`src/rtl/attopu_pkg.sv`:
```
// Shared types and defaults for the attopu instruction fetch stage.
package attopu_pkg;

  localparam int          ADDR_W_DEF   = 16;
  localparam int          DATA_W_DEF   = 16;
  localparam logic [15:0] RESET_PC_DEF = 16'h0000;

  typedef enum logic [1:0] {
    BOOT  = 2'd0,
    RUN   = 2'd1,
    FLUSH = 2'd2
  } fetch_state_e;

  typedef struct packed {
    logic [ADDR_W_DEF-1:0] pc;
    logic [DATA_W_DEF-1:0] instr;
  } fetch_entry_t;

endpackage

```
`src/rtl/attopu_fetch_fifo.sv`:
```
// Prefetch FIFO of {pc, instr} entries with synchronous clear.
// Clear wins over push/pop so a redirect drops everything, including a same-cycle push.
module attopu_fetch_fifo
  import attopu_pkg::*;
#(
  parameter int  DEPTH   = 4,
  parameter type entry_t = fetch_entry_t
) (
  input  logic                  clk,
  input  logic                  rst,
  input  logic                  i_clr,
  input  logic                  i_push,
  input  entry_t                i_data,
  input  logic                  i_pop,
  output entry_t                o_head,
  output logic [$clog2(DEPTH):0] o_level,
  output logic                  o_empty
);

  localparam int PTR_W = $clog2(DEPTH);

  entry_t             r_mem [DEPTH];
  logic [PTR_W-1:0]   r_wr;
  logic [PTR_W-1:0]   r_rd;
  logic [PTR_W:0]     r_level;

  // Storage and pointers; storage is reset so the head reads zero out of reset.
  always_ff @(posedge clk or negedge rst) begin
    if (!rst) begin
      r_wr    <= '0;
      r_rd    <= '0;
      r_level <= '0;
      for (int i = 0; i < DEPTH; i++) r_mem[i] <= '0;
    end else if (i_clr) begin
      r_wr    <= '0;
      r_rd    <= '0;
      r_level <= '0;
    end else begin
      if (i_push) begin
        r_mem[r_wr] <= i_data;
        r_wr        <= r_wr + 1'b1;
      end
      if (i_pop) r_rd <= r_rd + 1'b1;
      if (i_push && !i_pop)      r_level <= r_level + 1'b1;
      else if (!i_push && i_pop) r_level <= r_level - 1'b1;
    end
  end

  assign o_head  = r_mem[r_rd];
  assign o_level = r_level;
  assign o_empty = (r_level == '0);

endmodule

```
`src/rtl/attopu_fetch.sv`:
```
// Instruction fetch stage: issues ROM reads, buffers words, hands them to the core.
// Issue credit counts buffered plus in-flight words, so the FIFO can never overflow.
module attopu_fetch
  import attopu_pkg::*;
#(
  parameter int                ADDR_W   = ADDR_W_DEF,
  parameter int                DATA_W   = DATA_W_DEF,
  parameter int                DEPTH    = 4,
  parameter logic [ADDR_W-1:0] RESET_PC = ADDR_W'(RESET_PC_DEF)
) (
  input  logic                   clk,
  input  logic                   rst,
  output logic                   mem_req,
  output logic [ADDR_W-1:0]      mem_addr,
  input  logic [DATA_W-1:0]      mem_rdata,
  input  logic                   redirect,
  input  logic [ADDR_W-1:0]      redirect_pc,
  output logic                   instr_valid,
  output logic [DATA_W-1:0]      instr,
  output logic [ADDR_W-1:0]      instr_pc,
  input  logic                   instr_ready,
  output logic [$clog2(DEPTH):0] level
);

  localparam int               LVL_W   = $clog2(DEPTH) + 1;
  localparam logic [LVL_W:0]   DEPTH_C = (LVL_W + 1)'(DEPTH);

  typedef struct packed {
    logic [ADDR_W-1:0] pc;
    logic [DATA_W-1:0] instr;
  } entry_t;

  fetch_state_e       r_state, w_state_nxt;
  logic [ADDR_W-1:0]  r_fetch_pc;
  logic [ADDR_W-1:0]  r_req_pc;
  logic               r_req_q;
  logic               r_kill_q;

  logic               w_redir;
  logic               w_issue;
  logic [LVL_W:0]     w_credit;
  logic               w_push;
  logic               w_pop;
  logic               w_empty;
  logic [LVL_W-1:0]   w_level;
  entry_t             w_push_ent;
  entry_t             w_head;

  // Redirects are ignored in BOOT; elsewhere they override everything.
  assign w_redir  = redirect && (r_state != BOOT);
  assign w_credit = {1'b0, w_level} + {{LVL_W{1'b0}}, r_req_q};

  // Next-state and issue decision.
  always_comb begin
    w_state_nxt = r_state;
    w_issue     = 1'b0;
    case (r_state)
      BOOT:    w_state_nxt = RUN;
      RUN:     w_issue     = !w_redir && (w_credit < DEPTH_C);
      FLUSH:   w_state_nxt = RUN;
      default: w_state_nxt = BOOT;
    endcase
    if (w_redir) w_state_nxt = FLUSH;
  end

  // State register.
  always_ff @(posedge clk or negedge rst) begin
    if (!rst) r_state <= BOOT;
    else      r_state <= w_state_nxt;
  end

  // Fetch PC, in-flight tracking and kill of a response orphaned by a redirect.
  always_ff @(posedge clk or negedge rst) begin
    if (!rst) begin
      r_fetch_pc <= RESET_PC;
      r_req_pc   <= '0;
      r_req_q    <= 1'b0;
      r_kill_q   <= 1'b0;
    end else begin
      r_req_q  <= w_issue;
      r_kill_q <= w_redir ? r_req_q : 1'b0;
      if (w_redir) begin
        r_fetch_pc <= redirect_pc;
      end else if (w_issue) begin
        r_fetch_pc <= r_fetch_pc + 1'b1;
        r_req_pc   <= r_fetch_pc;
      end
    end
  end

  assign mem_req    = w_issue;
  assign mem_addr   = r_fetch_pc;
  assign w_push     = r_req_q && !r_kill_q;
  assign w_push_ent = '{pc: r_req_pc, instr: mem_rdata};

  assign instr_valid = !w_empty && !redirect;
  assign w_pop       = instr_valid && instr_ready;
  assign instr       = w_head.instr;
  assign instr_pc    = w_head.pc;
  assign level       = w_level;

  attopu_fetch_fifo #(
    .DEPTH   (DEPTH),
    .entry_t (entry_t)
  ) u_fifo (
    .clk     (clk),
    .rst     (rst),
    .i_clr   (w_redir),
    .i_push  (w_push),
    .i_data  (w_push_ent),
    .i_pop   (w_pop),
    .o_head  (w_head),
    .o_level (w_level),
    .o_empty (w_empty)
  );

endmodule
```
`config.mk`:
```
export PLATFORM = sky130hd
export DESIGN_NAME = attopu_fetch
export DESIGN_NICKNAME = d
export VERILOG_FILES = /design/src/rtl/attopu_pkg.sv /design/src/rtl/attopu_fetch_fifo.sv /design/src/rtl/attopu_fetch.sv
export SDC_FILE = /design/constraint.sdc
export NUM_CORES = 1
export LEC_CHECK = 0
export CAP_MARGIN = 20
export CORE_ASPECT_RATIO = 1.75
export CORE_MARGIN = 2
export CORE_UTILIZATION = 30
export CTS_BUF_LIST = sky130_fd_sc_hd__clkbuf_8
export CTS_CLUSTER_DIAMETER = 40
export CTS_CLUSTER_SIZE = 12
export DETAILED_ROUTE_END_ITERATION = 16
export GPL_ROUTABILITY_DRIVEN = 0
export PLACE_DENSITY_LB_ADDON = 0.1
export SYNTH_ARGS = -nofsm -noshare
export SYNTH_HDL_FRONTEND = slang
export SYNTH_HIERARCHICAL = 1
export SYNTH_SLANG_ARGS = --single-unit
```
`constraint.sdc`:
```
create_clock -name clk -period 2.4 [get_ports clk]
set_input_delay 0.36 -clock clk [delete_from_list [all_inputs] [get_ports clk]]
set_output_delay 0.36 -clock clk [all_outputs]
set_load 0.01 [all_outputs]
```
Word level (Yosys, flattened, before mapping)
Cells that the tools add are included.
{ "totals": {"in_bits": 36, "regBits": 171, "wordCells": 75} }
{ "classes": {"bitwise": 3, "magnitude_cmp": 4, "addsub": 6, "n_mux": 19, "eq_ne": 3, "n_reduce_logical": 24} }
{ "ops": {"columns": ["op", "count"], "rows": [
  ["128-bit bitwise mux", 1],
  ["32-bit 2-to-1 mux", 3],
  ["32-bit binary-select mux with 2-bit select", 1],
  ["32-bit demux with 2-bit select", 1],
  ["16-bit 2-to-1 mux", 2],
  ["16-bit by 1-bit adder with 16-bit output (second input constant)", 1],
  ["2-bit 2-to-1 mux", 5],
  ["3-bit 2-to-1 mux", 3],
  ["1-bit logical AND", 8],
  ["2-bit nonzero test", 4],
  ["3-bit >= comparator (second input constant)", 2],
  ["1-bit logical NOT", 6],
  ["2-bit NOT with 3-bit output", 2],
  ["2-bit by 1-bit adder with 2-bit output (second input constant)", 2],
  ["3-bit by 1-bit adder with 4-bit output", 1],
  ["4-bit by 3-bit < comparator with 1-bit output (second input constant)", 1],
  ["2-bit one-hot mux with 2 select lines", 1],
  ["2-bit AND reduction", 2],
  ["3-bit by 1-bit adder with 3-bit output (second input constant)", 1],
  ["3-bit logical NOT", 1],
  ["3-bit by 1-bit < comparator with 1-bit output (second input constant)", 1],
  ["3-bit nonzero test", 1],
  ["3-bit by 1-bit subtractor with 3-bit output (second input constant)", 1],
  ["2-bit by 1-bit equality test with 1-bit output (second input constant)", 1],
  ["other kinds (6)", 7]
]} }

Longest topological paths before layout
{ "logic_depth": {"ltp_word": 8, "ltp_mapped": 8} }

Modules after synthesis
Netlist, hierarchy kept.
{ "by_module_without_submodules": {"columns": ["mod", "seq_area_each_um2", "n_inst", "area_per_inst_um2", "cells_per_inst"], "rows": [
  ["attopu_fetch_fifo", 3378.2, 1, 5982.0, 352],
  ["attopu_fetch", 900.9, 1, 1761.7, 197]
]} }

Worst setup path after synthesis
No wires, ideal clock.
{ "synth_timing": {"kind": "flip-flop to flip-flop", "start": "reg u_fifo.r_level[2], in the netlist u_fifo/o_level[2]", "end": "reg r_fetch_pc[11], in the netlist mem_addr[11]", "setup_time_ps": 82, "n_path_buf": 1, "arrival_time_ps": 2112, "slack_ps": 206, "required_ps": 2318, "path_stages_with_launch": 6, "cell_sequence": "dfrtp_1 > or4b_4 > buf_6 > or4_4 > or4_1 > a31oi_1"} }
{ "synth_via": {"elab_chain_cells": 5} }
{ "synth_rtl": {"columns": ["item", "line_no", "text"], "rows": [
  ["start: declaration", "attopu_fetch_fifo.sv:25", "logic [PTR_W:0] r_level;"],
  ["start signal: assignment", "attopu_fetch_fifo.sv:44", "if (i_push && !i_pop) r_level <= r_level + 1'b1;"],
  ["start signal: assignment", "attopu_fetch_fifo.sv:45", "else if (!i_push && i_pop) r_level <= r_level - 1'b1;"],
  ["3-bit by 1-bit adder with 4-bit output", "attopu_fetch.sv:51", "assign w_credit = {1'b0, w_level} + {{LVL_W{1'b0}}, r_req_q};"],
  ["4-bit by 3-bit < comparator with 1-bit output", "attopu_fetch.sv:59", "RUN: w_issue = !w_redir && (w_credit < DEPTH_C);"],
  ["1-bit logical AND", "attopu_fetch.sv:59", null],
  ["1-bit 2-to-1 mux", "attopu_fetch.sv:57", "case (r_state)"],
  ["2-bit nonzero test (no source line)", null, null],
  ["end signal: assignment", "attopu_fetch.sv:83", "r_fetch_pc <= redirect_pc;"],
  ["end signal: assignment", "attopu_fetch.sv:85", "r_fetch_pc <= r_fetch_pc + 1'b1;"],
  ["end: declaration", "attopu_fetch.sv:34", "logic [ADDR_W-1:0] r_fetch_pc;"]
]} }
Every way passes these cells.
A chain may end at the register's enable or synchronous reset.

Worst setup path in the final report
{ "layout_timing": {"start": "reg u_fifo.r_rd[0]", "end": "out instr[2]"} }
{ "layout_via": {"elab_chain_cells": 4} }
{ "layout_rtl": {"columns": ["item", "line_no", "text"], "rows": [
  ["start: declaration", "attopu_fetch_fifo.sv:24", "logic [PTR_W-1:0] r_rd;"],
  ["start signal: assignment", "attopu_fetch_fifo.sv:43", "if (i_pop) r_rd <= r_rd + 1'b1;"],
  ["2-bit NOT with 3-bit output (not written as such)", "attopu_fetch_fifo.sv:49", "assign o_head = r_mem[r_rd];"],
  ["32-bit binary-select mux with 2-bit select", "attopu_fetch_fifo.sv:49", null],
  ["32-bit 2-to-1 mux (not written as such) (2 in series)", "attopu_fetch_fifo.sv:49", null],
  ["end: declaration", "attopu_fetch.sv:19", "output logic [DATA_W-1:0] instr,"]
]} }
Every way passes these cells. The select of a mux whose other input is x is not followed.

==> metrics.yaml <==
critical_path:
  cp-end-kind: "output pin"
  cpPeakStageDelay_ns: 0.52
  critical_path_arrival_ns: 1.98
  crit_chain: "buf_12 > buf_8 > buf_16 > mux4_2 > buf_6"
  crit_type: "reg2out"
  startpoint_type: "register"
  cpMaxStageDelayCell: "dfrtp_4"
  critPathRequiredTime_ns: 2.04
  crit_fanout: 5
final_layout:
  antenna-diode-count: 0
  nets: 707
  drive_above_1_share: 0.402
  area_growth_pct: 24.1
  final_cells: 993
synth:
  synth_compound_area_frac: 0.0265
  synth_area_leaders: "dfrtp_1, mux2_2, mux4_2, nand2_1, buf_6"
  synth_edf_count: 0
  synthAdderAreaFrac: 0.0107
  synth_seq_cells: 171
  synth_top_area_cell: "dfrtp_1"
  synth_top_area_frac: 0.553
  synth_xor_xnor_area_share: 0.0102
  syn_nets: 591
  synth.yosys.seq_area_share: 0.553
  synthMuxAreaShare: 0.285
  synth_area_um2: 7740
  synthCells: 549
  yosys_warnings: 6
  postSynthAreaPerCell_um2: 14.1
  synth_top_family_by_area: "multiplexers"
  synth-simple-area-share: 0.0793
  async_flop_share: 1.00
  synthDistinctLibCells: 44
  synth_most_common_cell: "dfrtp_1"
  synth_common_cells: "dfrtp_1, mux2_2, nand2_1"
  ys.flop_type: "dfrtp_1"
sta:
  tightest_slew_ns: 0.556
  fin_tns_setup_ns: 0
  slew_viol_final: 0
  hold_violations: 0
  worst_slack_ns: 0.0607
  rsz0062_at_grt: "yes"
  fmax_mhz: 427
  setup_viol: 0
  slew_headroom: 0.626
  finClkSkew_ns: 0.00865
  finalCritPeriodShare: 0.975
  min_period_ns: 2.34
floorplanning:
  rows: 77
  die_h_um: 217
  start_util: 0.306
  dieArea_um2: 27200
  dieWidth_um: 125
  coreArea_um2: 25300
  num_io_pins: 89
global_routing:
  grt_pass1_wl_mm: 30.9
  grt_pass1_vias: 5585
  grt.overflow.total: 0
  antenna_found_initial: 0
  grt_max_degree: 49
  grt_use_total: 0.148
clock_network:
  cts_tree: "yes"
  clock_sinks: 171
  root_buffer: "clkbuf_8"
  cts_max_level: 4
  clock_latency_ns: 0.47
  cts_buffer_depth: 2
  cts_made_buffers: 17
  clk_pin_slew_ns: 0.08
placement:
  post-place-ws_ns: -0.0988
  place_inst: 954
  hpwlAfterDp_mm: 12.4
  port_buffers: 88
routing:
  ant_nets: 0
  wl_per_cell_um: 19.4
  num_vias: 4891
  firstDrtPassIters: 4
  viasPerCell: 4.93
  drt_iter0_drc: 211
  routed_wl_mm: 19.2
  drc: 0
hold_path:
  min_path_type: "in2async"
run_status:
  outcome: "complete, no violations"
power_and_ir_drop:
  peakVddDrop_mv: 0.322
  p_leak_nw: 4.38
  p_per_area_nw_per_um2: 1130
  power_mw: 10.9
flow_run:
  max_cap_viol_count: 0
-- cell type report --
class                   count  area, um^2
fillers                  2464       15700
flip-flops and latches    171        4280
multi-input cells         336        3210
repair buffers            129        1280
well taps                 316         395
clock buffers              19         262
clock inverters            12         149
inverters                  10        37.5
-- routing by layer --
metal / vias up / GRT usage / routed length [um]
met1: 2556 / 0.167 / 7760
met4: 0 / 0.0615 / 444
met5: - / 0 / 0
met3: 24 / 0.0353 / 677
met2: 108 / 0.265 / 10300
li1: 2203 / - / -
-- cell usage in the layout (no fill, tap or decap), types with 3 or more instances in the layout --
master	synthesis	routed
a31o_2	3	3
and2_1	4	4
buf_12	0	10
buf_2	4	12
buf_4	5	26
buf_6	13	8
bufinv_16	0	3
clkbuf_2	1	6
clkbuf_8	0	19
clkdlybuf4s50_1	0	55
clkinv_2	0	4
clkinv_4	0	4
dfrtp_1	171	169
dlygate4sd2_1	0	8
ha_1	5	5
inv_1	9	10
mux2_2	129	129
mux2i_1	3	3
mux4_2	32	32
nand2_1	65	61
nand2_2	0	4
nand3_1	14	14
nand4_1	4	4
nor2_1	16	16
nor3_1	3	3
nor4_1	6	6
o21ai_0	14	14
xnor2_1	7	7
-- cells by family (layout without fill, tap and decap cells) --
family	count (synthesis)	in the layout
compound gates	31	31
xor+xnor	9	9
flops	171	171
fa+ha+maj	6	6
buf+inv	42	170
mux	164	164
simple gates	126	126
-- power breakdown --
part | internal [mW] | switching, mW | total, mW | leakage (nW)
Sequential | 3.90 | 0.736 | 4.63 | 2.22
Clock | 1.07 | 1.04 | 2.11 | 0.216
Combinational | 2.45 | 1.70 | 4.15 | 1.95
-- critical path, delay by kind of cell, from the launching register on --
| family | cells | cell delay [ns] |
|---|---|---|
| muxes | 1 | 0.43 |
| DFF | 1 | 0.52 |
| buffers and inverters | 4 | 0.55 |
-- flip-flops by register name, indices dropped and copies added, names as in the netlist --
name / flops
r_req_pc: 16
r_kill_q: 1
mem_addr: 16
u_fifo/o_level: 3
u_fifo/r_rd: 2
r_req_q: 1
r_state: 2
u_fifo/r_mem: 128
u_fifo/r_wr: 2
-- stage by stage --
step / hold WS (ns) / instance area (um^2) / utilization
after floorplan: 0.0644 / 7740 / -
after global placement: 0.274 / 9150 / 0.361
after detailed placement: 0.274 / 9150 / 0.361
after CTS: 0.309 / 9660 / 0.381
after global routing: 0.338 / 9610 / 0.379
final: 0.338 / 9610 / 0.379
-- worst paths after layout --
kind,start,end,slack [ns],cells past startpoint
max reg2reg,r_state[1]$_DFFE_PN0P_,mem_addr[8]$_DFFE_PN0P_,0.16,6
min reg2reg,u_fifo/r_mem[74]$_DFFE_PN0P_,u_fifo/r_mem[74]$_DFFE_PN0P_,0.51,1
max in group asynchronous,rst,r_req_pc[6]$_DFFE_PN0P_,1.36,3
max,u_fifo/r_rd[0]$_DFFE_PN0P_,instr[2],0.06,5
min in group clk,redirect_pc[13],mem_addr[13]$_DFFE_PN0P_,0.44,3
min,rst,u_fifo/r_mem[69]$_DFFE_PN0P_,0.34,2
-- repair_timing --
item / 4_1_cts / 5_1_grt
hold buffers: 1 / 0
gates cloned: 3 / 0
pin swaps: 0 / 1
resized for setup: 102 / 10
setup buffers: 6 / 0
setup endpoints to repair: 33 / 19
hold endpoints to repair: 27 / 0
Power figures use the tool's default switching activity.
